`config.mk`:
```
export PLATFORM = sky130hd
export DESIGN_NAME = line_refill_ctrl
export DESIGN_NICKNAME = d
export VERILOG_FILES = /design/src/rtl/line_refill_ctrl.sv
export SDC_FILE = /design/constraint.sdc
export NUM_CORES = 1
export LEC_CHECK = 0
export ABC_AREA = 1
export BUFFER_PORTS_ARGS = -buffer_cell sky130_fd_sc_hd__buf_2
export CAP_MARGIN = 40
export CORE_MARGIN = 5
export CORE_UTILIZATION = 45
export DETAILED_ROUTE_END_ITERATION = 10
export GPL_TIMING_DRIVEN = 0
export PLACE_DENSITY = 0.73
export SKIP_CTS_REPAIR_TIMING = 1
export SLEW_MARGIN = 15
export SYNTH_ARGS = -nofsm -noshare
export SYNTH_HDL_FRONTEND = slang
export SYNTH_SLANG_ARGS = --single-unit
```
`constraint.sdc`:
```
create_clock -name clk -period 1.95 [get_ports clk]
set_input_delay 0 -clock clk [delete_from_list [all_inputs] [get_ports clk]]
set_output_delay 0 -clock clk [all_outputs]
set_load 0.03 [all_outputs]
```
`src/rtl/line_refill_ctrl.sv`:
```
// Cache miss-refill engine: fetches a 4-word block over a req/gnt/rvalid memory port, returns the critical word early, emits a one-cycle line fill.
// Optional build macro CWF_EN selects critical-word-first fetch order; undefined fetches words 0,1,2,3.
module line_refill_ctrl #(
    parameter int TAG_W   = 3,
    parameter int INDEX_W = 10,
    parameter int WORD_W  = 32
) (
    input  logic                       clk,
    input  logic                       rst_n,
    input  logic                       req_valid,
    input  logic [TAG_W+INDEX_W+1:0]   req_addr,
    output logic                       req_ready,
    output logic                       mem_req,
    output logic [TAG_W+INDEX_W+1:0]   mem_addr,
    input  logic                       mem_gnt,
    input  logic                       mem_rvalid,
    input  logic [WORD_W-1:0]          mem_rdata,
    output logic                       crit_valid,
    output logic [WORD_W-1:0]          crit_data,
    output logic                       fill_valid,
    output logic [TAG_W-1:0]           fill_tag,
    output logic [INDEX_W-1:0]         fill_index,
    output logic [4*WORD_W-1:0]        fill_data,
    output logic [31:0]                refill_count,
    output logic                       proto_err,
    output logic [1:0]                 state_dbg
);

    // Handshakes: a miss transfers when req_valid && req_ready on a rising edge;
    // mem_req stays high with a stable mem_addr until the edge where mem_gnt is
    // sampled high; each grant is answered by exactly one mem_rvalid beat in WAIT.
    typedef enum logic [1:0] {
        IDLE = 2'd0,
        REQ  = 2'd1,
        WAIT = 2'd2,
        DONE = 2'd3
    } state_t;

    state_t                         state_q, state_d;
    logic   [TAG_W-1:0]             tag_q;
    logic   [INDEX_W-1:0]           index_q;
    logic   [1:0]                   offset_q;
    logic   [1:0]                   beat_q;
    logic   [3:0][WORD_W-1:0]       line_q;
    logic                           crit_valid_q;
    logic   [WORD_W-1:0]            crit_data_q;
    logic   [31:0]                  refill_count_q;
    logic                           proto_err_q;

    logic   [1:0]                   word_sel;
    logic                           accept;
    logic                           capture;

`ifdef CWF_EN
    // Start at the requested word and wrap modulo the line length.
    assign word_sel = offset_q + beat_q;
`else
    assign word_sel = beat_q;
`endif

    assign accept  = (state_q == IDLE) && req_valid;
    assign capture = (state_q == WAIT) && mem_rvalid;

    always_comb begin
        state_d = state_q;
        case (state_q)
            IDLE:    if (req_valid) state_d = REQ;
            REQ:     if (mem_gnt)   state_d = WAIT;
            WAIT:    if (mem_rvalid) state_d = (beat_q == 2'd3) ? DONE : REQ;
            DONE:    state_d = IDLE;
            default: state_d = IDLE;
        endcase
    end

    always_ff @(posedge clk) begin
        if (!rst_n) begin
            state_q        <= IDLE;
            tag_q          <= '0;
            index_q        <= '0;
            offset_q       <= '0;
            beat_q         <= '0;
            line_q         <= '0;
            crit_valid_q   <= 1'b0;
            crit_data_q    <= '0;
            refill_count_q <= '0;
            proto_err_q    <= 1'b0;
        end else begin
            state_q      <= state_d;
            crit_valid_q <= 1'b0;
            if (accept) begin
                tag_q    <= req_addr[TAG_W+INDEX_W+1:INDEX_W+2];
                index_q  <= req_addr[INDEX_W+1:2];
                offset_q <= req_addr[1:0];
                beat_q   <= 2'd0;
            end
            if (capture) begin
                line_q[word_sel] <= mem_rdata;
                if (word_sel == offset_q) begin
                    crit_valid_q <= 1'b1;
                    crit_data_q  <= mem_rdata;
                end
                if (beat_q != 2'd3) beat_q <= beat_q + 2'd1;
            end
            if (state_q == DONE) refill_count_q <= refill_count_q + 32'd1;
            // Returned data is only legal while a granted beat is outstanding.
            if (mem_rvalid && (state_q != WAIT)) proto_err_q <= 1'b1;
        end
    end

    assign req_ready    = (state_q == IDLE);
    assign mem_req      = (state_q == REQ);
    assign mem_addr     = (state_q == REQ) ? {tag_q, index_q, word_sel} : '0;
    assign crit_valid   = crit_valid_q;
    assign crit_data    = crit_data_q;
    assign fill_valid   = (state_q == DONE);
    assign fill_tag     = fill_valid ? tag_q   : '0;
    assign fill_index   = fill_valid ? index_q : '0;
    assign fill_data    = fill_valid ? line_q  : '0;
    assign refill_count = refill_count_q;
    assign proto_err    = proto_err_q;
    assign state_dbg    = state_q;

endmodule

```
=== Word level (Yosys, flattened, before mapping) ===
Index checks and enable logic that the tools add are counted.

* Output and inout bits: 227
* Memory bits (writable): 0
* Memory bits (read-only): 0
* Bits in latches: 0
* Memories: 0
* Register bits: 213
* Word-level logic and storage cells: 51

* Muxes and demuxes: 16
* Equal/unequal tests: 10
* Multipliers: 0
* Divide/modulo/power cells: 0
* Shifts and indexed selects: 0
* Reductions and logical operators: 8
* $lt $le $gt $ge: 2
* Bitwise gates (word level): 0
* $add $sub $neg: 2

{| class="wikitable"
|+ Operators with widths
! kind !! count
|-
| bitwise mux 128 bit || 1
|-
| two-way mux 128 bit || 1
|-
| demux 32 bit (select 2 bit) || 1
|-
| adder 32 x 1 -> 32 bit (second input constant) || 1
|-
| two-way mux 32 bit || 1
|-
| two-way mux 15 bit || 1
|-
| two-way mux 2 bit || 7
|-
| two-way mux 10 bit || 1
|-
| inequality test 2 bit (second input constant) || 4
|-
| one-hot mux 2 bit (4 select lines) || 1
|-
| equality test 2 bit (second input constant) || 3
|-
| logical AND 1 bit || 4
|-
| AND reduction 2 bit || 2
|-
| less-than comparator 2 x 3 -> 1 bit (second input constant) || 1
|-
| two-way mux 3 bit || 1
|-
| AND reduction 3 bit || 1
|-
| adder 2 x 1 -> 2 bit (second input constant) || 1
|-
| equality test 2 x 1 -> 1 bit (second input constant) || 1
|-
| equality test 2 bit || 1
|-
| >= comparator 2 x 1 -> 1 bit (second input constant) || 1
|-
| zero test 2 bit || 1
|-
| inequality test 2 x 1 -> 1 bit (second input constant) || 1
|-
| two-way mux 1 bit || 1
|}

=== Longest topological paths before layout ===
* Word-level depth: 5
* Gate-level depth with buffers: 9
* Depth with buffers taken out: 9

=== Worst setup path after synthesis ===
OpenSTA, ideal clock, no wires.

* Path type: reg-to-output
* From: register state_q[0] (netlist: state_dbg[0])
* To: output fill_data[100]
* Stages on the path, launching flop included: 6
* Data arrival time: 1705 ps
* Buffers on the path: 3
* Required time: 1950 ps
* Path slack: 245 ps
* Cell sequence: dfxtp_1 > nand2_2 > clkbuf_1 > buf_2 > buf_2 > nor2_1

* Word-level cells in the longest chain between the ends: 2

{| class="wikitable"
|+ RTL lines
! what !! line !! RTL
|-
| start, declared || 39 || <nowiki>state_t state_q, state_d;</nowiki>
|-
| start signal, assigned || 88 || <nowiki>state_q <= state_d;</nowiki>
|-
| equality test 2 bit || 115 || <nowiki>assign fill_valid = (state_q == DONE);</nowiki>
|-
| two-way mux 128 bit || 118 || <nowiki>assign fill_data = fill_valid ? line_q : '0;</nowiki>
|-
| end, declared || 23 || <nowiki>output logic [4*WORD_W-1:0] fill_data,</nowiki>
|}

Every way passes these cells.

=== Worst setup path in the final report ===
* From: register state_q[1] (netlist: state_dbg[1])
* To: output fill_data[64]

The elaborated chain is that of the path after synthesis.

==> flow_metrics.env <==
export IMPL_status="finished clean"
export IMPL_antenna_found_initial=0
export IMPL_r2r_slack_ns=0.14
export IMPL_netlist_area_um2=8884
export IMPL_clk_latency_ns=0.50
export IMPL_grt_max_degree=13
export IMPL_worst_hold_startpoint="rst_n"
export IMPL_rows=51
export IMPL_ys_ff_latch=213
export IMPL_cts_num_sinks=213
export IMPL_reg2reg_depth=9
export IMPL_syn_nets=1318
export IMPL_cts_tree="yes"
export IMPL_grt_use_met3_pct=5.569
export IMPL_placed_cell_area_um2=10600
export IMPL_core_um2=19460
export IMPL_clockBufferDepth=3
export IMPL_grt_util_all_layers_pct=25.06
export IMPL_fp_dieH_um=150.5
export IMPL_critical_path_slowest_cell="dfxtp_2"
export IMPL_globalRouteMet1Util_pct=32.73
export IMPL_cts_root_buffer="clkbuf_16"
export IMPL_synth_top_family_by_area="compound AO/OA/AOI/OAI gates"
export IMPL_rsz0062_at_grt="yes"
export IMPL_hold_path_class="input port to flip-flop"
export IMPL_synth_xor_area_share_pct=0.6901
export IMPL_fin_crit_sh_pct=97.69
export IMPL_drt_iter0_drc=478
export IMPL_max_clock_freq_mhz=524.9
export IMPL_synth_fa_ha_area_share_pct=0.7042
export IMPL_clock_skew_ns=0.009377
export IMPL_overflow=0
export IMPL_layout_commonest_cell="buf_2"
export IMPL_synth_simple_area_share_pct=16.20
export IMPL_avgSynthCellArea_um2=7.045
export IMPL_grt_pass1_vias=8650
export IMPL_power_density_nw_per_um2=803.7
export IMPL_synth_seq_area_share_pct=48.00
export IMPL_die_area_um2=22650
export IMPL_ant_nets=0
export IMPL_clk_pin_slew_ns=0.06
export IMPL_cp_end_kind="output pin"
export IMPL_maxSlewHeadroom_pct=57.32
export IMPL_post_drt_wl_per_cell_um=15.93
export IMPL_synthToLayoutAreaGrowth_pct=34.82
export IMPL_start_kind="flip-flop"
export IMPL_min_path_cells=4
export IMPL_min_to="line_q[29]"
export IMPL_worst_slew_pin_slew_ns=0.6402
export IMPL_drv_cap=0
export IMPL_cp_cell_sequence="nand2_4 -> buf_6 -> buf_6 -> buf_4 -> nor2_1 -> buf_2"
export IMPL_grt_pass1_wl_mm=45.26
export IMPL_cp_arrival_ns=1.91
export IMPL_synth_compound_area_share_pct=21.49
export IMPL_io_pins=279
export IMPL_drv_slew=0
export IMPL_vias=9476
export IMPL_fin_nets=1673
export IMPL_vias_per_cell=4.998
export IMPL_pre_cts_slack_ns=-0.1917
export IMPL_numPortBuffers=277
export IMPL_whs_ns=0.1099
export IMPL_hold_violations=0
export IMPL_gp_congestion=0.9294
export IMPL_final_cell_mix="buf_2 (266), nor2_1 (224), inv_1 (223), dfxtp_1 (211), a21oi_1 (189)"
export IMPL_synthCells=1261
export IMPL_reg2reg_to="crit_data[9]"
export IMPL_busiest_layer="met2"
export IMPL_setup_slack_ns=0.04497
export IMPL_floorplan_initialDensity_pct=45.64
export IMPL_die_x_um=150.5
export IMPL_cts_buffers=24
export IMPL_cp_max_fo=10
export IMPL_r2r_start="state_dbg[1]"
export IMPL_period_needed_ns=1.905
export IMPL_drive_gt1_share_pct=21.72
export IMPL_synthMuxAreaShare_pct=0
export IMPL_worstPathRequired_ns=1.95
export IMPL_cts_max_level=1
export IMPL_use_met2_pct=42.50
export IMPL_drt_total_wl_mm=30.20
export IMPL_setup_viol=0
export IMPL_p_leak_nw=5.113
export IMPL_cp_common_cell="buf_6"
export IMPL_ir_worst_vdd_v=0.0006161
export IMPL_dr_pass1_iters=5
export IMPL_worst_setup_path_type="flip-flop to output pin"
export IMPL_dp_hpwl_mm=22.03
export IMPL_max_stage_delay_ns=0.39
export IMPL_drcViolationCount=0
export IMPL_fin_area_um2=11980
export IMPL_synth_warnings=0
export IMPL_ys_types=25
[worst max-delay path by stage]
stage                      start              to  slack, ns
floorplan           state_dbg[0]  fill_data[100]       0.24
global placement    state_dbg[0]   fill_data[69]      -0.15
detailed placement  state_dbg[0]   fill_data[69]      -0.19
CTS                 state_dbg[0]   fill_data[69]      -0.73
global route        state_dbg[0]   fill_data[68]     -0.002
finish              state_dbg[1]   fill_data[64]       0.04
[cell type report]
type                            instances  area (um^2)
Clock buffer                           37        720.7
Fill cell                            1825         7486
Inverter                              226        848.3
Clock inverter                          3        18.77
Multi-Input combinational cell        748         3495
Sequential cell                       213         4269
Antenna cell                            1        2.502
Buffer                                 74        336.6
Tap cell                              265        331.6
Timing Repair Buffer                  329         1954
[power by group]
part	switching, W	internal (W)
Clock	0.00174	0.00252
Combinational	0.000577	0.000287
Sequential	0.0000456	0.00445
[through the flow]
step | utilization [%] | std cells | TNS, ns | power (W)
final | 61.54 | 1896 | 0 | 0.009625
after global routing | 61.52 | 1895 | -0.001634 | 0.01003
after CTS | 58.27 | 1843 | -79.78 | 0.009586
after detailed placement | 54.47 | 1803 | -10.19 | 0.005354
after global placement | 54.47 | 1803 | -5.875 | 0.005339
after floorplan | - | 1261 | 0 | 0.005059
[Yosys cell counts]
master	count	area share, %
nor3b_1	2	0.17
nand4_1	9	0.63
nand2_2	5	0.35
clkbuf_1	54	2.3
ha_1	5	0.70
a21o_1	1	0.085
buf_2	15	0.85
clkbuf_2	2	0.11
inv_1	223	9.4
a211oi_1	1	0.085
nor2_8	1	0.23
buf_1	3	0.13
xor2_1	3	0.30
o21ai_1	5	0.28
inv_2	3	0.13
o21a_1	1	0.085
a21oi_1	189	11
nor2_1	231	9.8
nand3_1	28	1.6
nor2_2	1	0.070
nor3_1	5	0.28
dfxtp_1	213	48
o21ai_0	183	10
nand2_1	74	3.1
xnor2_1	4	0.39
[critical path: cells and delay by family (launching register included)]
kind | cells | cell delay [ns]
flip-flops | 1 | 0.39
AND/OR/NAND/NOR | 2 | 0.24
buffers and inverters | 4 | 0.75
[per-layer routing]
metal / wire length [um] / part of all wire, %
met1: 12530 / 41
met2: 14410 / 48
met3: 2718 / 9.0
met4: 538 / 1.8
met5: 0 / 0
[cell families after synthesis]
group | Yosys count
compound gates | 380
simple gates | 356
buf+inv | 300
flops | 213
xor+xnor | 7
fa+ha+maj | 5
[registers in the layout, summed over array words and instances, names as in the netlist]
name	count
tag_q	3
crit_data	32
state_dbg	2
offset_q	2
refill_count	32
line_q	128
crit_valid	1
index_q	10
proto_err	1
beat_q	2
Note: power is estimated with default switching activity, not from simulation.
